File: config.mk
export PLATFORM = sky130hd
export DESIGN_NAME = sme_ks_adder_pipe
export DESIGN_NICKNAME = d
export VERILOG_FILES = /design/src/rtl/sme_ks_adder_pipe.sv
export SDC_FILE = /design/constraint.sdc
export NUM_CORES = 2
export LEC_CHECK = 0
export ABC_AREA = 1
export ABC_CLOCK_PERIOD_IN_PS = 14400
export BUFFER_PORTS_ARGS = -buffer_cell sky130_fd_sc_hd__buf_2
export CAP_MARGIN = 20
export CELL_PAD_IN_SITES_DETAIL_PLACEMENT = 1
export CELL_PAD_IN_SITES_GLOBAL_PLACEMENT = 1
export CORE_ASPECT_RATIO = 0.75
export CORE_MARGIN = 3
export CORE_UTILIZATION = 41
export CTS_BUF_LIST = sky130_fd_sc_hd__clkbuf_2 sky130_fd_sc_hd__clkbuf_4 sky130_fd_sc_hd__clkbuf_8
export DETAILED_ROUTE_END_ITERATION = 10
export HOLD_SLACK_MARGIN = 0.03
export PLACE_DENSITY = 0.92
export SYNTH_ARGS = -nofsm -noshare
export SYNTH_HDL_FRONTEND = slang
export SYNTH_SLANG_ARGS = --single-unit
File: constraint.sdc
create_clock -name g_clk -period 14.4 [get_ports g_clk]
set_input_delay 2.16 -clock g_clk [delete_from_list [all_inputs] [get_ports g_clk]]
set_output_delay 2.16 -clock g_clk [all_outputs]
set_load 0.05 [all_outputs]
File: src/rtl/sme_ks_adder_pipe.sv
// sme_ks_adder_pipe
// Masked (DOM, D-share) Kogge-Stone adder/subtractor with valid/ready handshakes.
// Operands arrive as Boolean shares of a^b' and a&b'. The block runs log2(N)
// prefix stages, one per cycle, and holds the registered shares of the sum
// until the consumer takes them.
//
// Optional feature: define SME_KS_COUT_EN to add port s_cout, which carries
// the shares of the carry-out (bit N of the full sum).
//
// Handshake: a transfer happens on a rising g_clk edge where valid and ready
// are both high. req_ready = IDLE | (DONE & rsp_ready), so a new request can
// be accepted in the same cycle the previous result is consumed.
// rsp_valid stays high and s_rd stays stable until rsp_ready is seen.
module sme_ks_adder_pipe #(
    parameter int D = 3,
    parameter int N = 32,
    localparam int L = $clog2(N),
    localparam int RW = 2 * N * D * (D - 1) / 2
) (
    input  logic           g_clk,
    input  logic           g_reset,
    input  logic           req_valid,
    output logic           req_ready,
    input  logic           sub,
    input  logic [N*D-1:0] s_mxor,
    input  logic [N*D-1:0] s_mand,
    input  logic [RW-1:0]  s_rng,
    output logic           rsp_valid,
    input  logic           rsp_ready,
`ifdef SME_KS_COUT_EN
    output logic [D-1:0]   s_cout,
`endif
    output logic [N*D-1:0] s_rd
);

    // Half of the randomness feeds the p gadgets, the other half the g gadgets.
    localparam int HALF = RW / 2;

    typedef enum logic [1:0] {
        ST_IDLE = 2'd0,
        ST_RUN  = 2'd1,
        ST_DONE = 2'd2
    } state_t;

    state_t state_q, state_d;
    logic [L-1:0]        stage_q, stage_d;   // one-hot prefix stage index
    logic                sub_q, sub_d;
    logic [D-1:0][N-1:0] mxor_q, mxor_d;     // original a^b' shares, needed for the sum
    logic [D-1:0][N-1:0] p_q, p_d;           // group propagate shares
    logic [D-1:0][N-1:0] g_q, g_d;           // group generate shares
    logic [D-1:0][N-1:0] rd_q, rd_d;         // result shares
`ifdef SME_KS_COUT_EN
    logic [D-1:0]        cout_q, cout_d;
`endif

    logic [D-1:0][N-1:0] in_mxor, in_mand;
    logic [D-1:0][N-1:0] ps, gs;             // shifted operands for this stage
    logic [D-1:0][N-1:0] p_run, g_run;       // gadget outputs for this stage
    logic                accept;

    assign in_mxor   = s_mxor;
    assign in_mand   = s_mand;
    assign req_ready = (state_q == ST_IDLE) | ((state_q == ST_DONE) & rsp_ready);
    assign rsp_valid = (state_q == ST_DONE);
    assign accept    = req_valid & req_ready;
    assign s_rd      = rd_q;
`ifdef SME_KS_COUT_EN
    assign s_cout    = cout_q;
`endif

    // One Kogge-Stone stage as D-share DOM-AND gadgets for p and g; cross terms
    // are blinded with a fresh random bit shared by each pair of domains.
    always_comb begin
        for (int z = 0; z < D; z++) begin
            ps[z] = '0;
            gs[z] = '0;
        end
        for (int k = 0; k < L; k++) begin
            if (stage_q[k]) begin
                for (int z = 0; z < D; z++) begin
                    ps[z] = p_q[z] << (1 << k);
                    gs[z] = g_q[z] << (1 << k);
                end
            end
        end
        // The first stage shifts in a masked constant 1 for p (share 0 only).
        if (stage_q[0]) begin
            ps[0][0] = 1'b1;
        end
        for (int z = 0; z < D; z++) begin
            p_run[z] = p_q[z] & ps[z];
            g_run[z] = g_q[z] ^ (p_q[z] & gs[z]);
        end
        for (int i = 0; i < D; i++) begin
            for (int j = i + 1; j < D; j++) begin
                p_run[i] = p_run[i] ^ (p_q[i] & ps[j])
                         ^ s_rng[(i * (2 * D - i - 1) / 2 + (j - i - 1)) * N +: N];
                p_run[j] = p_run[j] ^ (p_q[j] & ps[i])
                         ^ s_rng[(i * (2 * D - i - 1) / 2 + (j - i - 1)) * N +: N];
                g_run[i] = g_run[i] ^ (p_q[i] & gs[j])
                         ^ s_rng[HALF + (i * (2 * D - i - 1) / 2 + (j - i - 1)) * N +: N];
                g_run[j] = g_run[j] ^ (p_q[j] & gs[i])
                         ^ s_rng[HALF + (i * (2 * D - i - 1) / 2 + (j - i - 1)) * N +: N];
            end
        end
    end

    // Next-state, capture on accept, stage advance and result formation.
    always_comb begin
        state_d = state_q;
        stage_d = stage_q;
        sub_d   = sub_q;
        mxor_d  = mxor_q;
        p_d     = p_q;
        g_d     = g_q;
        rd_d    = rd_q;
`ifdef SME_KS_COUT_EN
        cout_d  = cout_q;
`endif
        case (state_q)
            ST_RUN: begin
                p_d     = p_run;
                g_d     = g_run;
                stage_d = stage_q << 1;
                if (stage_q[L-1]) begin
                    state_d = ST_DONE;
                    stage_d = '0;
                    for (int z = 0; z < D; z++) begin
                        rd_d[z] = mxor_q[z] ^ {g_run[z][N-2:0], 1'b0};
`ifdef SME_KS_COUT_EN
                        cout_d[z] = g_run[z][N-1];
`endif
                    end
                    // The carry-in is public, so it enters share 0 alone.
                    rd_d[0][0] = mxor_q[0][0] ^ sub_q;
                end
            end
            ST_DONE: begin
                if (rsp_ready) begin
                    state_d = ST_IDLE;
                end
            end
            default: begin
                state_d = ST_IDLE;
            end
        endcase
        if (accept) begin
            state_d = ST_RUN;
            stage_d = {{(L-1){1'b0}}, 1'b1};
            sub_d   = sub;
            mxor_d  = in_mxor;
            p_d     = in_mxor;
            g_d     = in_mand;
            // Fold the carry-in into bit 0 of g; sub is public so each share
            // takes its own share of p[0] and the XOR stays correct.
            for (int z = 0; z < D; z++) begin
                g_d[z][0] = in_mand[z][0] ^ (in_mxor[z][0] & sub);
            end
        end
    end

    // State and share registers; reset clears everything and abandons any op.
    always_ff @(posedge g_clk or posedge g_reset) begin
        if (g_reset) begin
            state_q <= ST_IDLE;
            stage_q <= '0;
            sub_q   <= 1'b0;
            mxor_q  <= '0;
            p_q     <= '0;
            g_q     <= '0;
            rd_q    <= '0;
`ifdef SME_KS_COUT_EN
            cout_q  <= '0;
`endif
        end else begin
            state_q <= state_d;
            stage_q <= stage_d;
            sub_q   <= sub_d;
            mxor_q  <= mxor_d;
            p_q     <= p_d;
            g_q     <= g_d;
            rd_q    <= rd_d;
`ifdef SME_KS_COUT_EN
            cout_q  <= cout_d;
`endif
        end
    end

endmodule
# Word level (Yosys, flattened, before mapping)
# Index checks and enable logic that the tools add are counted.
dict set report word_totals {
  regBits 392
  output_inout_bits 98
}
dict set report op_classes {
  n_eq_ne 4
  mux 22
  bitwise_logic 58
  n_reduce_logical 4
}
# cell count
set ops {}
lappend ops {{$mux 96} 14}
lappend ops {{$xor 32x32->32} 30}
lappend ops {{$and 32x32->32} 18}
lappend ops {{$mux 5} 3}
lappend ops {{$mux 2} 3}
lappend ops {{$and 1x1->1} 5}
lappend ops {{$pmux 2 s2} 1}
lappend ops {{$reduce_and 2->1} 2}
lappend ops {{$xor 1x1->1} 4}
lappend ops {{$ne 3x1->1 const B} 1}
lappend ops {{$ne 3x3->1 const B} 1}
lappend ops {{$eq 2x1->1 const B} 1}
lappend ops {{$eq 2x2->1 const B} 1}
lappend ops {{$logic_not 2->1} 1}
lappend ops {{$reduce_bool 2->1} 1}
lappend ops {{$mux 1} 1}
lappend ops {{$or 1x1->1} 1}

# Logic depth before layout (Yosys ltp)
dict set report logic_depth {
  depth_word 13
  ltp_mapped 20
  mapped_depth_nobuf 17
}

# Least setup slack after synthesis
# No wires, ideal clock.
dict set report synth_path {
  path_type {input-to-output}
  startpoint {in rsp_ready}
  endpoint {out req_ready}
  t_arrival_ps 2872
  t_required_ps 12240
  slack_ps 9368
  cell_stages 2
  cell_sequence {nor2_1 nor2_1}
}
dict set report synth_between {
  elab_chain_cells 2
}
# item line
set synth_lines {}
lappend synth_lines {{start: declaration} 29} ;# input logic rsp_ready,
lappend synth_lines {{$and 1x1->1} 63} ;# assign req_ready = (state_q == ST_IDLE) | ((state_q == ST_DONE) & rsp_ready);
lappend synth_lines {{$or 1x1->1} 63}
lappend synth_lines {{end: declaration} 23} ;# output logic req_ready,
# Every way passes these cells.

# Worst setup path in the final report
# Same ends and word-level chain as after synthesis.

==> reports/metrics.cfg <==
[synth]
synthFlopType = dfrtp_1
synth.largest_area_cell = dfrtp_1
syn_area_per_cell_sq_um = 6.01
ys_top_cells_by_count = nand2_1 (2034), nand3_1 (719), inv_1 (669)
synth.yosys.warnings = 0
synth_top_area_share_pct = 29.5
syn_area_sq_mm = 0.0327
async_reset_ff_share_pct = 100
synth-edff-count = 0
synth_nets = 5834
seq_area_frac_synth_pct = 29.5
yosysMostFrequentCell = nand2_1
synthCells = 5445
ys_ff_latch = 386
yosys-top-cells-area = dfrtp_1 (30%), nand2_1 (23%), nand3_1 (11%)
synth_cell_types = 38

[placed_design]
hpwl_um = 117000
dp_slack_ns = 8.76
globalplace.congestion = 1.00
port_buffers = 477
placed_cells = 6697

[routing]
routedWlPerCell_um = 23.0
drt-pass1-iter-count = 8
totalWireLength_um = 157000
viasPerCell = 5.84
drcViolationCount = 0
drtAntennaViolNets = 0
drt_iter0_drc = 3937
route.vias.total = 39951

[clock_network]
h-tree-depth = 3
numCtsBuffers = 72
path_clk_slew_ns = 0.06
insertion_delay_ns = 0.73
cts_hold_buf = 0
cts-root-buf = clkbuf_8
cts_setup_buffers = 0
ctsResizeCount = 0
cts_max_path_buffers = 3
clock_sinks = 386
cts_tree = done

[critical_path]
cp.required_ns = 12.24
rr_worst_depth = 10
critPathLaunchType = input port
ff2ff_setup_slack_ns = 10.04
r2r-end = p_q[5]
endpoint_kind = primary output
cp_max_fo = 2
worst_r2r_startpoint = stage_q[1]
criticalPathCategory = in -> out
crit_arrival_ns = 2.84

[timing]
fmax_ghz = 0.200
slew-limit-headroom_pct = 28.2
clock-skew-final_ns = 0.0492
finalSetupViolCount = 0
rsz0062_at_grt = false
fin_crit_sh_pct = 34.7
hold_viol = 0
worst_pin_slew_ns = 1.08
final_max_slew_viol_count = 0
setup_ws_ns = 9.40
holdWs_ns = 0.474
finalWorstPathRequiredPeriod_ns = 5.00
fin_tns_setup_ns = 0

[layout]
area_growth_pct = 13.2
instances_no_fill = 6836
fin_nets = 6115
layout-drive-gt1-share_pct = 11.7

[hold_path]
min-delay-path-class = reg -> reg
holdPathEnd = s_rd[31]
holdPathStages = 2
min_from = s_rd[31]

[pwr]
vdd_drop_max_uv = 191
p_leak_uw = 0.0208
p_per_area_mw_per_mm2 = 316
total_power_uw = 11700

[die]
core_area_sq_mm = 0.0788
start_util_pct = 41.5
design.die.area_sq_mm = 0.0833
rows = 89
pin_count = 487
die_y_um = 251
die_x_um = 332

[global_route]
grt_pass1_wl_um = 237000
grt_max_degree = 138
overflow = 0
grt_pass1_vias = 40489
antenna_found_initial = 23
grt_use_total_pct = 36.5

[run_status]
status = finished clean

[job]
maxCapViolations = 0

## per-stage QoR
| stage | utilization (%) | cell area [sq um] |
|---|---|---|
| floorplan | - | 32700 |
| global placement | 44.8 | 35400 |
| detailed placement | 44.8 | 35400 |
| CTS | 46.9 | 37000 |
| global route | 47.0 | 37000 |
| finish | 47.0 | 37100 |
## sequential cells by signal (all words and copies together) (netlist names)
register / cells
stage_q: 5
sub_q: 1
mxor_q: 96
g_q: 93
state_q: 2
p_q: 93
s_rd: 96
## cell usage in the layout, fill, tap and decap left out, types with 38 or more instances in the layout
master    instances
nor2_1          295
xor2_1          183
nand4_1          62
dfrtp_1         382
nand3_1         719
o21ai_0         211
clkbuf_8         91
nand2_1        2032
a21oi_1         241
xnor2_1          89
buf_2           477
inv_1           668
o211ai_1         74
nand3b_1         38
## logic make-up after synthesis
logic type,count (synthesis),synth area share (%)
DFF,386,29.5
xor gates and xnor gates,274,7.38
buffers and inverters,987,12.1
and+or+nand+nor,3170,40.2
AOI/OAI and AO/OA,628,10.8
## layer usage
metal / track usage (%) / up-vias / share of wire [%]
met5: 0 / - / 0.16
met1: 47.2 / 19543 / 40
met3: 9.65 / 517 / 11
li1: - / 17736 / -
met4: 18.9 / 29 / 5.3
met2: 56.1 / 2126 / 44
## worst max-delay path, stage by stage
cell	delay, ns
buf_2	0.08
nor2_1	0.05
nor2_1	0.21
buf_2	0.33
## final cells by class
class,instances,area (sq um)
repair buffers,505,2640
fillers,10985,41800
multi-input cells,4072,19200
inverters,689,2610
diodes,10,25.0
clock inverters,18,258
flip-flops and latches,386,9670
well taps,1046,1310
clock buffers,110,1400
## report_power, final
group / switching (uW) / internal [uW]
logic: 5500 / 2200
clock network: 546 / 726
registers: 1110 / 1650
## how the worst max path moves through the flow
stage / from / endpoint / slack [ns] / depth (start not counted)
3_5_place_dp: rsp_ready / p_q[27] / 8.76 / 11
4_1_cts: rsp_ready / req_ready / 9.39 / 4
2_1_floorplan: g_reset / g_q[0] / 1.51 / 1
5_1_grt: rsp_ready / p_q[90] / 9.19 / 11
3_3_place_gp: rsp_ready / p_q[29] / 8.87 / 11
6_report: rsp_ready / req_ready / 9.40 / 4
No activity file was read; power rests on OpenSTA's default activity.
